<file path="config.mk">
export PLATFORM = sky130hd
export DESIGN_NAME = demux2_dispatch_ctrl
export DESIGN_NICKNAME = d
export VERILOG_FILES = /design/src/rtl/demux2_dispatch_ctrl_pkg.sv /design/src/rtl/demux2_dispatch_ctrl_sat_counter.sv /design/src/rtl/demux2_dispatch_ctrl.sv
export SDC_FILE = /design/constraint.sdc
export NUM_CORES = 1
export LEC_CHECK = 0
export BUFFER_PORTS_ARGS = -buffer_cell sky130_fd_sc_hd__buf_4
export CAP_MARGIN = 10
export CORE_MARGIN = 10
export CORE_UTILIZATION = 39
export DETAILED_ROUTE_END_ITERATION = 6
export HOLD_SLACK_MARGIN = 0.03
export SYNTH_ARGS = -nofsm -noshare
export SYNTH_HDL_FRONTEND = slang
export SYNTH_SLANG_ARGS = --single-unit
</file>
<file path="constraint.sdc">
create_clock -name clk -period 2.9 [get_ports clk]
set_input_delay 0.58 -clock clk [delete_from_list [all_inputs] [get_ports clk]]
set_output_delay 0.58 -clock clk [all_outputs]
set_load 0.1 [all_outputs]
</file>
<file path="src/rtl/demux2_dispatch_ctrl_pkg.sv">
// Shared definitions for the two-way demux dispatch controller and its datapath.
package demux2_dispatch_ctrl_pkg;

  // Data width shared with the demux2 datapath.
  localparam int DMX_W = 16;

  // Output-register occupancy.
  typedef enum logic {
    ST_EMPTY = 1'b0,
    ST_FULL  = 1'b1
  } state_t;

  // Destination selection modes.
  localparam logic MODE_RR  = 1'b0;
  localparam logic MODE_TAG = 1'b1;

endpackage

</file>
<file path="src/rtl/demux2_dispatch_ctrl_sat_counter.sv">
// Saturating event counter with synchronous clear taking priority over increment.
module sat_counter #(
  parameter int CNT_W = 8
) (
  input  logic             clk,
  input  logic             rst_n,
  input  logic             inc,
  input  logic             clr,
  output logic [CNT_W-1:0] cnt
);

  // Increment that sticks at all-ones instead of wrapping.
  function automatic logic [CNT_W-1:0] sat_inc(input logic [CNT_W-1:0] v);
    return (&v) ? v : v + CNT_W'(1);
  endfunction

  // Counter register: clear wins over a same-cycle increment.
  always_ff @(posedge clk or negedge rst_n) begin
    if (!rst_n) begin
      cnt <= '0;
    end else if (clr) begin
      cnt <= '0;
    end else if (inc) begin
      cnt <= sat_inc(cnt);
    end
  end

endmodule

</file>
<file path="src/rtl/demux2_dispatch_ctrl.sv">
// Dispatch controller feeding the two-way demux: accepts a word stream, holds one
// word in an output register, picks its destination (round-robin bursts or tag)
// and completes the per-destination handshake. Keeps per-destination delivery counts.
module demux2_dispatch_ctrl
  import demux2_dispatch_ctrl_pkg::*;
#(
  parameter int W     = DMX_W,
  parameter int BURST = 4,
  parameter int CNT_W = 8
) (
  input  logic             clk,
  input  logic             rst_n,
  input  logic [W-1:0]     in_data,
  input  logic             in_valid,
  input  logic             in_dest,
  output logic             in_ready,
  input  logic             mode,
  input  logic             clr_cnt,
  output logic             dmx_sel,
  output logic [W-1:0]     dmx_data,
  output logic             out_valid_0,
  output logic             out_valid_1,
  input  logic             out_ready_0,
  input  logic             out_ready_1,
  output logic [CNT_W-1:0] cnt_0,
  output logic [CNT_W-1:0] cnt_1,
  output logic             busy
);

  localparam logic [7:0] BURST_L = 8'(BURST);

  state_t     state;
  logic       rr_ptr;
  logic [7:0] burst_cnt;

  logic cur_ready;
  logic deliver;
  logic accept;
  logic next_dest;

  // Only the currently selected consumer's ready matters; the other is ignored.
  assign cur_ready = dmx_sel ? out_ready_1 : out_ready_0;
  assign deliver   = (state == ST_FULL) && cur_ready;
  // A delivering cycle frees the register, so a new word can pass straight in.
  assign in_ready  = (state == ST_EMPTY) || cur_ready;
  assign accept    = in_valid && in_ready;
  // Destination is fixed at accept time; later mode changes do not affect a held word.
  assign next_dest = (mode == MODE_TAG) ? in_dest : rr_ptr;

  // Occupancy FSM with registered demux drive, valids and busy.
  always_ff @(posedge clk or negedge rst_n) begin
    if (!rst_n) begin
      state       <= ST_EMPTY;
      dmx_sel     <= 1'b0;
      dmx_data    <= '0;
      out_valid_0 <= 1'b0;
      out_valid_1 <= 1'b0;
      busy        <= 1'b0;
    end else begin
      case (state)
        ST_EMPTY: begin
          if (accept) begin
            state       <= ST_FULL;
            dmx_sel     <= next_dest;
            dmx_data    <= in_data;
            out_valid_0 <= ~next_dest;
            out_valid_1 <= next_dest;
            busy        <= 1'b1;
          end
        end
        ST_FULL: begin
          if (accept) begin
            // Pass-through: the held word leaves while the new one is loaded.
            dmx_sel     <= next_dest;
            dmx_data    <= in_data;
            out_valid_0 <= ~next_dest;
            out_valid_1 <= next_dest;
          end else if (deliver) begin
            state       <= ST_EMPTY;
            out_valid_0 <= 1'b0;
            out_valid_1 <= 1'b0;
            busy        <= 1'b0;
          end
        end
      endcase
    end
  end

  // Round-robin burst tracking, advanced only by accepts made in round-robin mode.
  always_ff @(posedge clk or negedge rst_n) begin
    if (!rst_n) begin
      rr_ptr    <= 1'b0;
      burst_cnt <= '0;
    end else if (accept && (mode == MODE_RR)) begin
      if (burst_cnt == BURST_L - 8'd1) begin
        burst_cnt <= '0;
        rr_ptr    <= ~rr_ptr;
      end else begin
        burst_cnt <= burst_cnt + 8'd1;
      end
    end
  end

  sat_counter #(.CNT_W(CNT_W)) u_cnt_0 (
    .clk   (clk),
    .rst_n (rst_n),
    .inc   (out_valid_0 && out_ready_0),
    .clr   (clr_cnt),
    .cnt   (cnt_0)
  );

  sat_counter #(.CNT_W(CNT_W)) u_cnt_1 (
    .clk   (clk),
    .rst_n (rst_n),
    .inc   (out_valid_1 && out_ready_1),
    .clr   (clr_cnt),
    .cnt   (cnt_1)
  );

endmodule
</file>
==> results.py, run 1 <==
metrics = {
    "status": {
        "status": "finished clean",
    },
    "synth": {
        "yosysTopAreaCellShare_pct": 54.3,
        "netlist_area_mm2": 0.00212,
        "synth_edf_count": 0,
        "synth-main-ff-cell": "dfrtp_1",
        "syn_nets": 242,
        "synth_seq_cells": 46,
        "async_flop_share_pct": 100,
        "synthSimpleGateAreaFrac_pct": 23.5,
        "synthAdderAreaFrac_pct": 1.77,
        "ys_warn_count": 0,
        "yosysMostFrequentCell": "nand2_1",
        "synth_top_family_by_area": "simple AND/OR/NAND/NOR gates",
        "ys_types": 38,
        "synth_common_cells": "nand2_1, dfrtp_1, nor2_1",
        "synth_compound_area_share_pct": 9.09,
        "synth_area_leader_cell": "dfrtp_1",
        "synth_cells": 215,
        "synth_area_leaders": "dfrtp_1, nand2_1, xor2_1",
        "syn_area_per_cell_um2": 9.86,
        "synth.mux.area_fraction_pct": 4.60,
        "synth_xor_area_share_pct": 5.37,
        "seq_area_frac_synth_pct": 54.3,
    },
    "grt": {
        "grt_pass1_vias": 1807,
        "grt_pass1_wl_mm": 8.37,
        "grt_overflow_total": 0,
        "antenna_found_initial": 0,
        "track_usage_pct": 11.5,
        "grt_max_degree": 47,
    },
    "timing": {
        "tightest_slew_ns": 0.828,
        "setup_viol": 0,
        "rsz0062_at_grt": "no",
        "max-slew-margin-rel_pct": 44.5,
        "setup-tns-final_ns": 0,
        "drv_slew": 0,
        "fmax_ghz": 0.460,
        "finalHoldViolations": 0,
        "fin_skew_ns": 0.00590,
        "finalCritPeriodShare_pct": 75.0,
        "period_needed_ns": 2.18,
        "fin_ws_ns": 0.725,
        "fin_hold_ws_ns": 0.272,
    },
    "placed_design": {
        "place_hpwl_mm": 3.59,
        "post-place-ws_ns": 0.852,
        "dp.cells": 342,
        "gp_congestion": 0.804,
        "port_buffers": 60,
    },
    "critical_path": {
        "crit_path_max_incr_delay_ns": 0.44,
        "rr_startpoint": "dmx_sel",
        "slowest_stage": "dfrtp_1",
        "ff2ff_path_depth": 5,
        "r2r_slack_ns": 1.12,
        "endpoint": "in_ready",
        "end_kind": "output port",
        "crit_type": "reg -> out",
        "crit_required_ns": 2.32,
        "r2r-end": "burst_cnt[0]",
        "crit_chain": "mux2_2, nor2_1, inv_1, buf_4",
        "crit_start": "dmx_sel",
        "cp.arrival_ns": 1.60,
        "cp_max_fo": 4,
        "cp-start-kind": "flop",
    },
    "hold_path": {
        "hold_class": "in -> async",
    },
    "drt": {
        "drt-initial-drc-count": 84,
        "antenna_left": 0,
        "routed_wl_mm": 4.87,
        "routed_via_density": 4.91,
        "wl_per_cell_um": 13.9,
        "drcViolationCount": 0,
        "vias": 1718,
        "first_pass_iters": 4,
    },
    "clock_network": {
        "cts_max_level": 2,
        "cts_setup_buffers": 0,
        "cts_tree": "built",
        "cts_made_buffers": 5,
        "cts_resized": 0,
        "clk_pin_slew_ns": 0.09,
        "clkSinkCount": 46,
        "insertion_delay_ns": 0.30,
        "cts-root-buf": "clkbuf_8",
        "hold_buffers": 0,
        "clockBufferDepth": 2,
    },
    "flow_run": {
        "maxCapViolations": 0,
    },
    "final_layout": {
        "drive_above_1_share_pct": 27.5,
        "diodes": 0,
        "fin_nets": 306,
        "fin_cells": 350,
        "area_growth_syn_to_layout_pct": 29.2,
        "nFillCells": 533,
    },
    "floorplan": {
        "die_h_um": 93.7,
        "coreArea_mm2": 0.00520,
        "dieArea_mm2": 0.00878,
        "pin_count": 61,
        "start_util_pct": 40.7,
        "rows": 26,
        "die_w_um": 93.7,
    },
    "power": {
        "leakage_nw": 1.39,
        "p_per_area_mw_per_mm2": 865,
        "max-vdd-ir-drop_mv": 0.429,
    },
}
## worst min-delay path by stage
stage                 from        endpoint  slack, ns  depth (start not counted)
finish               rst_n  u_cnt_1.cnt[3]       0.27                          1
floorplan            rst_n    burst_cnt[0]       0.28                          0
detailed placement  rr_ptr          rr_ptr       0.46                          1
global placement    rr_ptr          rr_ptr       0.46                          1
global route         rst_n  u_cnt_0.cnt[6]       0.32                          1
CTS                  rst_n  u_cnt_0.cnt[4]       0.30                          1
## sequential cells by signal, summed over array words and instances, names as in the netlist
name / flops
dmx_data: 16
dmx_sel: 1
burst_cnt: 8
rr_ptr: 1
out_valid_1: 1
u_cnt_1.cnt: 8
u_cnt_0.cnt: 8
state: 1
out_valid_0: 1
busy: 1
## worst max-delay path: cells and delay by family (launching register included)
kind          cells  cell delay (ns)
mux               1             0.39
buf+inv           2             0.30
simple gates      1             0.15
flops             1             0.44
## per-layer routing
layer	global-route usage [%]	share of wire, %
met2	18.1	43
met1	13.4	45
met5	0	0
met4	3.04	1.1
met3	6.31	11
## logic make-up (layout without fill, tap and decap cells)
family                     after synthesis  in the layout
AOI/OAI and AO/OA                       25             25
xor gates and xnor gates                13             13
adders and majority gates                3              3
buffers and inverters                    6             71
DFF                                     46             46
muxes                                    9              9
and+or+nand+nor                        113            113
## through the flow
stage	power (mW)	cell area, µm²	util, %
global placement	1.98	2640	50.8
global route	2.50	2740	52.6
detailed placement	1.98	2640	50.8
CTS	2.40	2740	52.6
finish	2.37	2740	52.6
floorplan	1.72	2120	-
## layout make-up
cell class / instances / area, µm² / share of cell area [%]
clock buffers: 6 / 82.6 / 3.02
clock inverters: 2 / 12.5 / 0.457
inverters: 2 / 7.51 / 0.274
multi-input cells: 163 / 940 / 34.3
flip-flops and latches: 46 / 1150 / 42.0
well taps: 70 / 87.6 / 3.20
repair buffers: 61 / 458 / 16.7
## report_power, final
part | switching [mW] | internal (mW)
clock network | 0.221 | 0.192
registers | 0.104 | 0.765
logic | 0.848 | 0.240
## cell usage in the layout, fill, tap and decap left out
cell type,netlist,final
clkinv_2,0,1
dfrtp_1,46,46
o21ai_1,1,1
xor2_1,11,11
or4_1,1,1
and2_1,1,1
nor4_1,1,1
o21ai_2,1,1
o21bai_1,2,2
mux2i_2,1,1
mux2_2,3,3
nor2_1,16,16
nand4_1,3,3
clkinvlp_4,0,1
buf_4,1,61
a21boi_2,1,1
ha_1,3,3
nor2b_1,3,3
o2111ai_1,1,1
and3_1,5,5
a21oi_2,1,1
a2111oi_4,1,1
xnor2_1,2,2
clkbuf_8,0,6
mux2i_1,5,5
nand3_1,9,9
nand2b_1,2,2
nor3_1,5,5
a41o_1,1,1
a21oi_1,2,2
a31oi_1,4,4
nor4b_1,1,1
nand2_1,64,64
a211oi_1,1,1
and4_1,2,2
inv_1,2,2
o21ai_0,5,5
o21a_1,1,1
o211ai_1,3,3
No activity file was read; power rests on OpenSTA's default activity.
==> run 2, diff against run 1 <==
ABC_AREA = 1   (was not set)
clock period = 2.16 ns   (was 2.9 ns; I/O delays follow)
==> run 2 against run 1 <==
- die area increased by 8.8%
- clock skew rose by 0.0036 ns
- global-route usage rose by 0.12 points
- wire length rose by 16%
- clock-buffer cell count stayed put
- worst setup slack worse by 0.40 ns
- power is 58% higher
==> results.py, run 2 <==
metrics = {
    "status": {
        "status": "finished clean",
    },
    "drt": {
        "antenna_left": 0,
        "first_pass_iters": 6,
        "routed_wl_mm": 5.66,
        "drcViolationCount": 0,
        "routed_via_density": 4.75,
        "vias": 2094,
        "drt-initial-drc-count": 69,
        "wl_per_cell_um": 12.8,
    },
    "grt": {
        "track_usage_pct": 11.7,
        "grt_overflow_total": 0,
        "grt_max_degree": 47,
        "grt_pass1_wl_mm": 9.59,
        "antenna_found_initial": 0,
        "grt_pass1_vias": 1975,
    },
    "timing": {
        "period_needed_ns": 1.84,
        "finalCritPeriodShare_pct": 85.0,
        "fmax_ghz": 0.545,
        "rsz0062_at_grt": "no",
        "max-slew-margin-rel_pct": 60.5,
        "drv_slew": 0,
        "setup-tns-final_ns": 0,
        "finalHoldViolations": 0,
        "setup_viol": 0,
        "fin_skew_ns": 0.00946,
        "tightest_slew_ns": 0.593,
    },
    "power": {
        "p_sw_share_pct": 53.9,
        "p_comb_share_pct": 51.7,
        "p_per_area_mw_per_mm2": 1260,
        "switchingPower_mw": 2.01,
        "clock_power_share_pct": 14.8,
        "intPower_mw": 1.72,
        "power_frac_seq_pct": 33.5,
        "leakage_nw": 1.53,
        "max-vdd-ir-drop_mv": 0.784,
    },
    "placed_design": {
        "port_buffers": 60,
        "placed_area_mm2": 0.00286,
        "gp_congestion": 0.783,
        "place_hpwl_mm": 4.26,
    },
    "floorplan": {
        "pin_count": 61,
        "rows": 28,
        "die_h_um": 97.7,
        "dieArea_mm2": 0.00955,
        "die_w_um": 97.7,
        "coreArea_mm2": 0.00589,
        "start_util_pct": 40.1,
    },
    "critical_path": {
        "cp_max_fo": 14,
        "crit_chain": "nand2_1, nand3_2, buf_4",
        "crit_type": "reg -> out",
        "cp_top_family": "flip-flops",
        "slowest_stage": "dfrtp_1",
        "crit_required_ns": 1.73,
        "worstPathBufferInverterCount": 1,
        "crit_path_max_incr_delay_ns": 0.42,
        "end_kind": "output port",
        "cp-start-kind": "flop",
        "cp.arrival_ns": 1.40,
        "r2r_slack_ns": 0.60,
    },
    "clock_network": {
        "cts-root-buf": "clkbuf_8",
        "clk_pin_slew_ns": 0.09,
        "cts_made_buffers": 5,
        "cts_tree": "built",
        "clkSinkCount": 46,
        "hold_buffers": 0,
        "cts_setup_buffers": 0,
        "insertion_delay_ns": 0.30,
        "cts_max_level": 2,
        "clockBufferDepth": 2,
        "cts_resized": 0,
    },
    "synth": {
        "ys_types": 21,
        "synth_common_cells": "nand2_1, dfrtp_1, nand3_1",
        "synth_area_leaders": "dfrtp_1, nand2_1, nand3_1",
        "yosysMostFrequentCell": "nand2_1",
        "synth_edf_count": 0,
        "netlist_area_mm2": 0.00236,
        "synth-main-ff-cell": "dfrtp_1",
        "synth_seq_cells": 46,
        "syn_nets": 331,
        "seq_area_frac_synth_pct": 48.8,
        "async_flop_share_pct": 100,
        "ys_warn_count": 0,
        "synth_area_leader_cell": "dfrtp_1",
        "syn_area_per_cell_um2": 7.75,
        "synth_cells": 304,
        "yosysTopAreaCellShare_pct": 48.8,
    },
    "hold_path": {
        "hold_class": "in -> async",
    },
    "final_layout": {
        "largest_register": "dmx_data",
        "layout_common_cells": "nand2_1, buf_4, dfrtp_1",
        "final_area_mm2": 0.00296,
        "mostFrequentLayoutCell": "nand2_1",
        "fin_nets": 392,
        "area_growth_syn_to_layout_pct": 25.5,
        "largest_reg_flops": 16,
        "diodes": 0,
        "drive_above_1_share_pct": 23.0,
        "nFillCells": 608,
    },
    "flow_run": {
        "maxCapViolations": 0,
    },
}
==> run 2: cell types whose count changed after synthesis, sizes merged, moves of 4 or more <==
cell / previous run / this run
and3: 5 / 0
nor3: 5 / 1
nand2: 64 / 121
xor2: 11 / 5
inv: 2 / 23
a31oi: 4 / 0
buf: 3 / 9
nor2: 16 / 25
mux2i: 6 / 0
o21ai: 7 / 21
nand3: 9 / 42
==> run 2: through the flow <==
step | power, mW | hold WS (ns) | setup slack (ns) | utilization (%) | cells
global route | 3.95 | 0.172 | 0.206 | 50.3 | 441
CTS | 3.79 | 0.153 | 0.310 | 50.3 | 441
detailed placement | 3.22 | 0.463 | 0.500 | 48.7 | 433
finish | 3.74 | 0.122 | 0.324 | 50.3 | 441
global placement | 3.20 | 0.458 | 0.541 | 48.7 | 433
floorplan | 2.77 | 0.136 | 0.0374 | - | 304
==> run 2: final cells by class <==
cell class              count  area (µm²)  share of cell area (%)
clock inverters             2        12.5                   0.423
multi-input cells         226        1060                    35.8
inverters                  23        86.3                    2.92
repair buffers             63         473                    16.0
flip-flops and latches     46        1150                    38.9
clock buffers               6        82.6                    2.79
well taps                  75        93.8                    3.17
==> run 2: path summary, 6_finish.rpt <==
kind | end | cells after the start | startpoint
min in group clk | dmx_data[3] | 3 | in_data[3]
max in group asynchronous | burst_cnt[2] | 1 | rst_n
hold / removal | u_cnt_0.cnt[2] | 1 | rst_n
setup reg to reg | dmx_data[1] | 6 | dmx_sel
setup / recovery | in_ready | 3 | dmx_sel
hold reg to reg | dmx_data[9] | 2 | dmx_data[9]
==> run 2: worst reg2reg max path: cells and delay by family (launching register included) <==
| family | cells | cell delay (ns) |
|---|---|---|
| buffers and inverters | 1 | 0.24 |
| flip-flops | 1 | 0.42 |
| AND/OR/NAND/NOR | 5 | 0.85 |
==> run 2: layer usage <==
layer	up-vias	global-route usage, %	wire (µm)
li1	1088	-	-
met1	949	14.2	2500
met2	52	18.2	2630
met3	5	5.57	485
met4	0	2.68	44
met5	-	0	0
==> run 2: cell families after synthesis <==
logic type                 Yosys count  synth area share, %
and+or+nand+nor                    194                 35.1
DFF                                 46                 48.8
buffers and inverters               32                 6.21
AOI/OAI and AO/OA                   24                 6.37
xor gates and xnor gates             5                 1.86
adders and majority gates            3                 1.59
==> run 2: power groups by stage <==
stage / combinational [mW] / clock (mW) / sequential [mW]
6_report: 1.93 / 0.555 / 1.25
5_1_grt: 2.05 / 0.617 / 1.29
4_1_cts: 1.95 / 0.582 / 1.25
3_5_place_dp: 1.95 / 0 / 1.26
3_3_place_gp: 1.93 / 0 / 1.27
2_1_floorplan: 0.472 / 0 / 2.29
==> run 3, diff against run 2 <==
clock period = 1.5 ns   (was 2.16 ns; I/O delays follow)
==> run 3 against run 2 <==
- clock-buffer cell count unchanged
- sequential power rose by 48%
- final cell count up 1.8%
- flip-flop and latch count did not move
- combinational power up 54%
- power grew 54%
- clock power rose by 72%
- utilization is 3.8 points higher
- critical endpoint is now dmx_sel
- first-iteration DRC count grew 2.9%
- via count grew 0.72%
==> results.py, run 3 (same netlist as run 2, synthesis figures left out) <==
metrics = {
    "critical_path": {
        "slowest_stage": "dfrtp_4",
        "r2r-end": "burst_cnt[4]",
        "ff2ff_path_depth": 8,
        "cp_max_fo": 3,
        "cp-start-kind": "flop",
        "rr_startpoint": "dmx_sel",
        "crit_chain": "buf_4, buf_4",
        "cpMostUsedCell": "buf_4",
        "crit_path_max_incr_delay_ns": 0.50,
        "end_kind": "output port",
        "cp.depth": 2,
        "crit_required_ns": 1.20,
        "cp_top_family": "flip-flops",
        "endpoint": "dmx_sel",
        "crit_type": "reg -> out",
        "r2r_slack_ns": 0.06,
        "worstPathBufferInverterCount": 2,
        "cp.arrival_ns": 1.17,
        "crit_start": "dmx_sel",
    },
    "final_layout": {
        "layout_common_cells": "nand2_1, buf_4, nand3_1",
        "largest_reg_flops": 16,
        "diodes": 0,
        "mostFrequentLayoutCell": "nand2_1",
        "drive_above_1_share_pct": 33.7,
        "area_growth_syn_to_layout_pct": 35.1,
        "fin_nets": 401,
        "largest_register": "dmx_data",
        "final_area_mm2": 0.00318,
        "fin_cells": 449,
    },
    "clock_network": {
        "cts_tree": "built",
        "insertion_delay_ns": 0.30,
        "clkSinkCount": 46,
        "clk_pin_slew_ns": 0.08,
        "clockBufferDepth": 2,
        "cts_max_level": 2,
        "cts_made_buffers": 5,
        "cts-root-buf": "clkbuf_8",
    },
    "placed_design": {
        "placed_area_mm2": 0.00296,
        "gp_congestion": 0.804,
        "dp.cells": 436,
        "place_hpwl_mm": 4.29,
        "port_buffers": 60,
    },
    "drt": {
        "drt-initial-drc-count": 71,
        "met2_length_mm": 2.72,
        "routed_via_density": 4.70,
        "wl_met1_mm": 2.56,
        "wl_per_cell_um": 12.9,
        "route.met3.wl_um": 485,
        "first_pass_iters": 4,
        "routed_wl_mm": 5.81,
        "antenna_left": 0,
        "top_layer": "met4",
        "vias": 2109,
        "drcViolationCount": 0,
    },
    "timing": {
        "max-slew-margin-rel_pct": 60.4,
        "rsz0062_at_grt": "yes",
        "drv_slew": 0,
        "fmax_ghz": 0.679,
        "setup_viol": 0,
        "finalHoldViolations": 0,
        "tightest_slew_ns": 0.594,
        "period_needed_ns": 1.47,
        "fin_skew_ns": 0.00752,
        "finalCritPeriodShare_pct": 98.1,
    },
    "floorplan": {
        "coreArea_mm2": 0.00589,
        "rows": 28,
        "die_h_um": 97.7,
        "start_util_pct": 40.1,
        "pin_count": 61,
        "dieArea_mm2": 0.00955,
        "die_w_um": 97.7,
    },
    "hold_path": {
        "hold_class": "in -> reg",
        "worst_hold_path.num_cells": 3,
    },
    "grt": {
        "grt_pass1_vias": 2076,
        "track_usage_pct": 11.9,
        "grt_max_degree": 47,
        "grt_overflow_total": 0,
        "grt_pass1_wl_mm": 9.62,
        "antenna_found_initial": 0,
    },
    "power": {
        "leakage_nw": 1.58,
        "max-vdd-ir-drop_mv": 1.43,
        "p_per_area_mw_per_mm2": 1810,
    },
    "flow_run": {
        "maxCapViolations": 0,
    },
    "status": {
        "status": "finished clean",
    },
}
==> run 3: final cells by class <==
cell class	count	area, µm²
fillers	554	2700
flip-flops and latches	46	1190
multi-input cells	226	1130
repair buffers	72	567
well taps	75	93.8
inverters	23	86.3
clock buffers	6	82.6
clock inverters	1	30.0
==> run 3: layer usage <==
metal  track usage [%]  up-vias
met5                 0        -
met4              3.69        0
met3              5.50        6
met2              19.1       53
met1              13.9      947
li1                  -     1103
==> run 3: worst min-delay path, stage by stage <==
cell and delay, ns:
buf_4 0.07, nand3_1 0.06, nand2_1 0.06
==> run 3: through the flow <==
stage	utilization (%)	setup TNS (ns)	hold WS (ns)	setup slack, ns	power [mW]
after floorplan	-	-0.0882	0.00441	-0.0296	4.04
after global placement	50.3	0	0.357	0.190	4.68
after detailed placement	50.3	0	0.353	0.163	4.70
after CTS	52.9	0	0.219	0.00585	5.72
after global routing	54.1	-0.260	0.224	-0.0402	6.10
final	54.1	0	0.224	0.0281	5.78
==> run 3: what timing repair did <==
action	4_1_cts	5_1_grt
setup buffers	1	3
pin swaps	0	3
endpoints found under the setup margin	1	21
resized for setup	5	19
gates cloned	0	1
hold buffers	1	0
hold endpoints to repair	30	0
==> run 3: worst min-delay path by stage <==
stage	start	endpoint	slack, ns
final	in_data[7]	dmx_data[7]	0.22
after floorplan	rst_n	burst_cnt[0]	0.004
after detailed placement	rst_n	u_cnt_0.cnt[3]	0.35
after global placement	rst_n	u_cnt_0.cnt[3]	0.36
after CTS	in_data[12]	dmx_data[12]	0.22
after global routing	in_data[3]	dmx_data[3]	0.22
==> run 3: power by group <==
group	total (mW)	internal (mW)	switching, mW	leakage (nW)
Clock	0.952	0.534	0.418	0.0573
Combinational	2.98	0.710	2.27	0.951
Sequential	1.85	1.56	0.287	0.567
